==> src/rtl/board_dump_tx.sv <==
// board_dump_tx
// Streams the 81-cell ultimate tic-tac-toe board as an 84-byte ASCII frame.
// The frame is: header A5, then the 81 cells (macro-major, micro-minor), then
// a status byte, then the terminator 0A. Each cell is fetched through the
// board RAM read ports, encoded, and offered on a valid/ready byte interface.
//
// Ports
//   clock          system clock, rising edge
//   reset          asynchronous active-low reset
//   iniciar        start request (ignored while ocupado)
//   jogador_atual  current player, snapshotted at start
//   estado_jogo    global game result, snapshotted at start
//   estado_micro   board RAM read data for (addr_macro, addr_micro)
//   addr_macro     macro cell read address 0..8
//   addr_micro     micro cell read address 0..8
//   tx_dado        frame byte
//   tx_valido      tx_dado is valid
//   tx_pronto      sink accepts tx_dado
//   ocupado        frame in progress
//   concluido      one-cycle pulse after the terminator is accepted
//
// state     | meaning
// ----------+-----------------------------------------------------------
// OCIOSO    | idle, waiting for iniciar
// CABECALHO | offering header A5
// ENDERECA  | address stable, waiting RAM_LAT+1 cycles for read data
// CELULA    | offering the encoded cell byte
// STATUS    | offering 0x30 + {player, game result} from the snapshot
// FIM_LINHA | offering terminator 0A
module board_dump_tx #(
  parameter int RAM_LAT = 1
) (
  input  logic       clock,
  input  logic       reset,
  input  logic       iniciar,
  input  logic [1:0] jogador_atual,
  input  logic [1:0] estado_jogo,
  input  logic [1:0] estado_micro,
  output logic [3:0] addr_macro,
  output logic [3:0] addr_micro,
  output logic [7:0] tx_dado,
  output logic       tx_valido,
  input  logic       tx_pronto,
  output logic       ocupado,
  output logic       concluido
);

  typedef enum logic [2:0] {
    OCIOSO,
    CABECALHO,
    ENDERECA,
    CELULA,
    STATUS,
    FIM_LINHA
  } estado_t;

  localparam int CW = (RAM_LAT > 0) ? $clog2(RAM_LAT + 1) : 1;
  localparam logic [CW-1:0] ESPERA_INI = CW'(RAM_LAT);

  estado_t       estado, prox;
  logic [CW-1:0] espera;
  logic [1:0]    jog_snap, est_snap;
  logic          transf, ultima_celula, espera_fim;

  assign transf        = tx_valido & tx_pronto;
  assign ultima_celula = (addr_macro == 4'd8) && (addr_micro == 4'd8);
  assign espera_fim    = (espera == '0);
  assign ocupado       = (estado != OCIOSO);

  function automatic logic [7:0] codifica(input logic [1:0] v);
    logic [7:0] c;
    case (v)
      2'b00:   c = 8'h2E;
      2'b01:   c = 8'h58;
      2'b10:   c = 8'h4F;
      default: c = 8'h23;
    endcase
    return c;
  endfunction

  always_ff @(posedge clock or negedge reset) begin
    if (!reset) estado <= OCIOSO;
    else        estado <= prox;
  end

  always_comb begin
    prox = estado;
    case (estado)
      OCIOSO:    if (iniciar)    prox = CABECALHO;
      CABECALHO: if (transf)     prox = ENDERECA;
      ENDERECA:  if (espera_fim) prox = CELULA;
      CELULA:    if (transf)     prox = ultima_celula ? STATUS : ENDERECA;
      STATUS:    if (transf)     prox = FIM_LINHA;
      FIM_LINHA: if (transf)     prox = OCIOSO;
      default:                   prox = OCIOSO;
    endcase
  end

  always_ff @(posedge clock or negedge reset) begin
    if (!reset) begin
      addr_macro <= 4'd0;
      addr_micro <= 4'd0;
      tx_dado    <= 8'h00;
      tx_valido  <= 1'b0;
      concluido  <= 1'b0;
      espera     <= '0;
      jog_snap   <= 2'b00;
      est_snap   <= 2'b00;
    end else begin
      concluido <= 1'b0;
      case (estado)
        OCIOSO: begin
          if (iniciar) begin
            jog_snap   <= jogador_atual;
            est_snap   <= estado_jogo;
            addr_macro <= 4'd0;
            addr_micro <= 4'd0;
            tx_dado    <= 8'hA5;
            tx_valido  <= 1'b1;
          end
        end
        CABECALHO: begin
          if (transf) begin
            tx_valido <= 1'b0;
            espera    <= ESPERA_INI;
          end
        end
        ENDERECA: begin
          // Read data is sampled on the edge closing the last wait cycle.
          if (espera_fim) begin
            tx_dado   <= codifica(estado_micro);
            tx_valido <= 1'b1;
          end else begin
            espera <= espera - CW'(1);
          end
        end
        CELULA: begin
          if (transf) begin
            if (ultima_celula) begin
              tx_dado <= 8'h30 + {4'h0, jog_snap, est_snap};
            end else begin
              tx_valido <= 1'b0;
              espera    <= ESPERA_INI;
              if (addr_micro == 4'd8) begin
                addr_micro <= 4'd0;
                addr_macro <= addr_macro + 4'd1;
              end else begin
                addr_micro <= addr_micro + 4'd1;
              end
            end
          end
        end
        STATUS: begin
          if (transf) tx_dado <= 8'h0A;
        end
        FIM_LINHA: begin
          if (transf) begin
            tx_valido  <= 1'b0;
            concluido  <= 1'b1;
            addr_macro <= 4'd0;
            addr_micro <= 4'd0;
          end
        end
        default: tx_valido <= 1'b0;
      endcase
    end
  end

endmodule

==> config.mk <==
export PLATFORM = sky130hd
export DESIGN_NAME = board_dump_tx
export DESIGN_NICKNAME = d
export VERILOG_FILES = /design/src/rtl/board_dump_tx.sv
export SDC_FILE = /design/constraint.sdc
export NUM_CORES = 1
export LEC_CHECK = 0
export ABC_AREA = 1
export BUFFER_PORTS_ARGS = -buffer_cell sky130_fd_sc_hd__buf_2
export CAP_MARGIN = 5
export CORE_UTILIZATION = 55
export DETAILED_ROUTE_END_ITERATION = 10
export GPL_TIMING_DRIVEN = 1
export PLACE_DENSITY = 0.77
export SLEW_MARGIN = 20
export SYNTH_ARGS = -nofsm -noshare
export SYNTH_HDL_FRONTEND = slang
export SYNTH_SLANG_ARGS = --single-unit
==> constraint.sdc <==
create_clock -name clock -period 4.55 [get_ports clock]
set_clock_uncertainty 0.05 [all_clocks]
set_input_delay 0.2275 -clock clock [delete_from_list [all_inputs] [get_ports clock]]
set_output_delay 0.2275 -clock clock [all_outputs]
set_load 0.05 [all_outputs]
==> flow_metrics.env <==
export IMPL_numCtsBuffers=3
export IMPL_crit_slowest_cell="dfrtp_1"
export IMPL_final_setup_tns_ns=0
export IMPL_final_core_util_pct=66.73
export IMPL_place_congestion=0.8249
export IMPL_cts_tree="done"
export IMPL_area_growth_pct=13.51
export IMPL_synth_mux_area_share_pct=2.731
export IMPL_layout_worst_path_cycle_share_pct=37.00
export IMPL_violations="DRC"
export IMPL_drc=2
export IMPL_hold_viol_final=0
export IMPL_synth_area_um2=1649
export IMPL_ant_nets=0
export IMPL_cts_resized=0
export IMPL_powerDensity_nw_per_um2=213.5
export IMPL_layout_nets=253
export IMPL_max_freq_ghz=0.5939
export IMPL_multiInputGateArea_um2=889.6
export IMPL_tightest_slew_ns=0.5673
export IMPL_setup_viol=0
export IMPL_synth_cell_types=29
export IMPL_crit_chain="inv_2 -> nand2_4 -> buf_2"
export IMPL_viasPerCell=5.079
export IMPL_initial_core_util_pct=58.79
export IMPL_regArea_um2=650.6
export IMPL_clkTransAtPathRegs_ns=0.14
export IMPL_final_cell_mix="nand2_1 (61), buf_2 (28), dfrtp_1 (26)"
export IMPL_chipWidth_um=56.76
export IMPL_coreArea_um2=2805
export IMPL_cts_sinks=26
export IMPL_gr_total_overflow=0
export IMPL_vdd_ir_drop_max_mv=0.1548
export IMPL_synthesis_nets=221
export IMPL_hold_slack_ns=0.07175
export IMPL_dr_pass1_iters=7
export IMPL_hold_class="in -> reg"
export IMPL_drive_above_1_share_pct=31.62
export IMPL_cp_slowest_stage_delay_ns=0.59
export IMPL_synthAdderAreaFrac_pct=6.070
export IMPL_cp_max_fo=7
export IMPL_post_route_min_period_ns=1.684
export IMPL_clockRootBuffer="clkbuf_4"
export IMPL_synth_seq_area_share_pct=39.45
export IMPL_die_y_um=56.76
export IMPL_antenna_found_initial=0
export IMPL_cts_max_level=1
export IMPL_grt_max_degree=27
export IMPL_dpl_hpwl_um=2320
export IMPL_synth_cells=203
export IMPL_fin_area_um2=1872
export IMPL_critPathCaptureType="output pin"
export IMPL_synth_xor_area_share_pct=1.062
export IMPL_cts_buffer_depth=2
export IMPL_synth_seq_cells=26
export IMPL_drt_iter0_markers=52
export IMPL_status="complete, but fails checks"
export IMPL_grt_usage_pct=19.81
export IMPL_num_antenna_cells=0
export IMPL_via_count=1346
export IMPL_final_common_cell="nand2_1"
export IMPL_synth_compound_area_share_pct=5.008
export IMPL_placed_cell_area_um2=1809
export IMPL_worstSetupPathType="reg -> out"
export IMPL_p_leak_nw=1.010
export IMPL_syn_mean_instance_area_um2=8.124
export IMPL_slew_headroom_pct=62.18
export IMPL_port_buffers=28
export IMPL_drt_total_wl_um=2948
export IMPL_synth_top_family_by_area="simple AND/OR/NAND/NOR gates"
export IMPL_crit_arrival_ns=1.41
export IMPL_cp_required_ns=4.27
export IMPL_maxSlewViolCount=0
export IMPL_clk_insertion_delay_late_ns=0.32
export IMPL_cp_start_kind="flip-flop"
export IMPL_rsz0062_at_grt="false"
export IMPL_dieArea_um2=3221
export IMPL_fillCellCount=261
export IMPL_num_rows=19
export IMPL_grt_pass1_wl_um=5064
export IMPL_power_uw=399.6
export IMPL_grt_pass1_vias=1234
export IMPL_yosys_warnings=0
export IMPL_maxCapViolations=0
export IMPL_ios=29
export IMPL_synth_simple_area_share_pct=39.07
export IMPL_wire_per_inst_um=11.12
sequential cells by signal, indices dropped and copies added (netlist names):
signal / flops
concluido: 1
addr_micro: 4
espera: 1
jog_snap: 2
tx_dado: 8
addr_macro: 4
tx_valido: 1
estado: 3
est_snap: 2
final timing paths:
kind / cells after the start / start / endpoint / slack [ns]
max: 3 / estado[2] / ocupado / 2.87
max reg2reg: 10 / addr_micro[0] / addr_macro[0] / 2.89
max in group asynchronous: 2 / reset / addr_macro[3] / 3.72
min reg2reg: 2 / tx_dado[0] / tx_dado[0] / 0.43
min in group asynchronous: 2 / reset / addr_micro[2] / 0.36
min: 2 / estado_jogo[0] / est_snap[0] / 0.07
per-stage QoR:
step | cells | setup WS (ns)
final | 265 | 2.866
after global routing | 265 | 2.725
after CTS | 265 | 2.857
after detailed placement | 260 | 2.913
after global placement | 260 | 2.944
after floorplan | 203 | 2.701
cells in the mapped netlist:
cell | instances | share of area [%]
or2_2 | 1 | 0.38
a21oi_2 | 1 | 0.53
a21oi_1 | 1 | 0.30
mux2_2 | 4 | 2.7
nor3_1 | 2 | 0.61
ha_1 | 8 | 6.1
inv_1 | 14 | 3.2
o21ai_2 | 1 | 0.53
xor2_1 | 1 | 0.53
o21bai_1 | 1 | 0.46
nand2_2 | 8 | 3.0
dfrtp_1 | 26 | 39
nand2_1 | 61 | 14
nand2_4 | 3 | 2.0
nand4_1 | 2 | 0.76
o21ai_1 | 4 | 1.2
buf_4 | 1 | 0.46
inv_2 | 10 | 2.3
nand3_2 | 5 | 3.0
nor2_1 | 10 | 2.3
xnor2_1 | 1 | 0.53
nor2_8 | 1 | 1.2
nor2_2 | 3 | 1.1
o21ai_0 | 2 | 0.61
nand3_1 | 21 | 6.4
nand3b_1 | 2 | 0.91
buf_6 | 1 | 0.68
nor2_4 | 5 | 3.4
o211ai_1 | 3 | 1.4
logic make-up (layout without fill, tap and decap cells):
| logic type | count (synthesis) | after routing |
|---|---|---|
| XOR/XNOR | 2 | 2 |
| AND/OR/NAND/NOR | 124 | 124 |
| AO/OA/AOI/OAI | 13 | 13 |
| buffers and inverters | 26 | 57 |
| multiplexers | 4 | 4 |
| flip-flops | 26 | 26 |
| adder cells (fa/ha/maj) | 8 | 8 |
report_power, final:
group / internal (mW) / switching (mW) / leakage (nW)
clock: 0.0891 / 0.0670 / 0.0279
combinational: 0.00450 / 0.00784 / 0.629
sequential: 0.231 / 0 / 0.353
routing by layer:
metal  share of wire (%)  track usage (%)
met1                  50            26.66
met4                 1.4            6.620
met3                 3.5            2.304
met2                  45            33.16
met5                   0                0
repair_timing:
| action | CTS | global route |
|---|---|---|
| buffers inserted | 0 | 0 |
| endpoints found under the hold margin | 26 | 0 |
| setup endpoints to repair | 0 | 0 |
| hold buffers | 1 | 0 |
layout make-up:
| type | instances | area share [%] |
|---|---|---|
| well taps | 31 | 2.072 |
| repair buffers | 29 | 8.021 |
| inverters | 24 | 4.813 |
| clock inverters | 1 | 1.604 |
| clock buffers | 3 | 1.203 |
| flip-flops and latches | 26 | 34.76 |
| multi-input cells | 151 | 47.53 |
worst max-delay path, delay by kind of cell, from the launching register on:
family                 cells  cell delay [ns]
and+or+nand+nor            1             0.11
buffers and inverters      2             0.39
DFF                        1             0.59
Note: power is estimated with default switching activity, not from simulation.
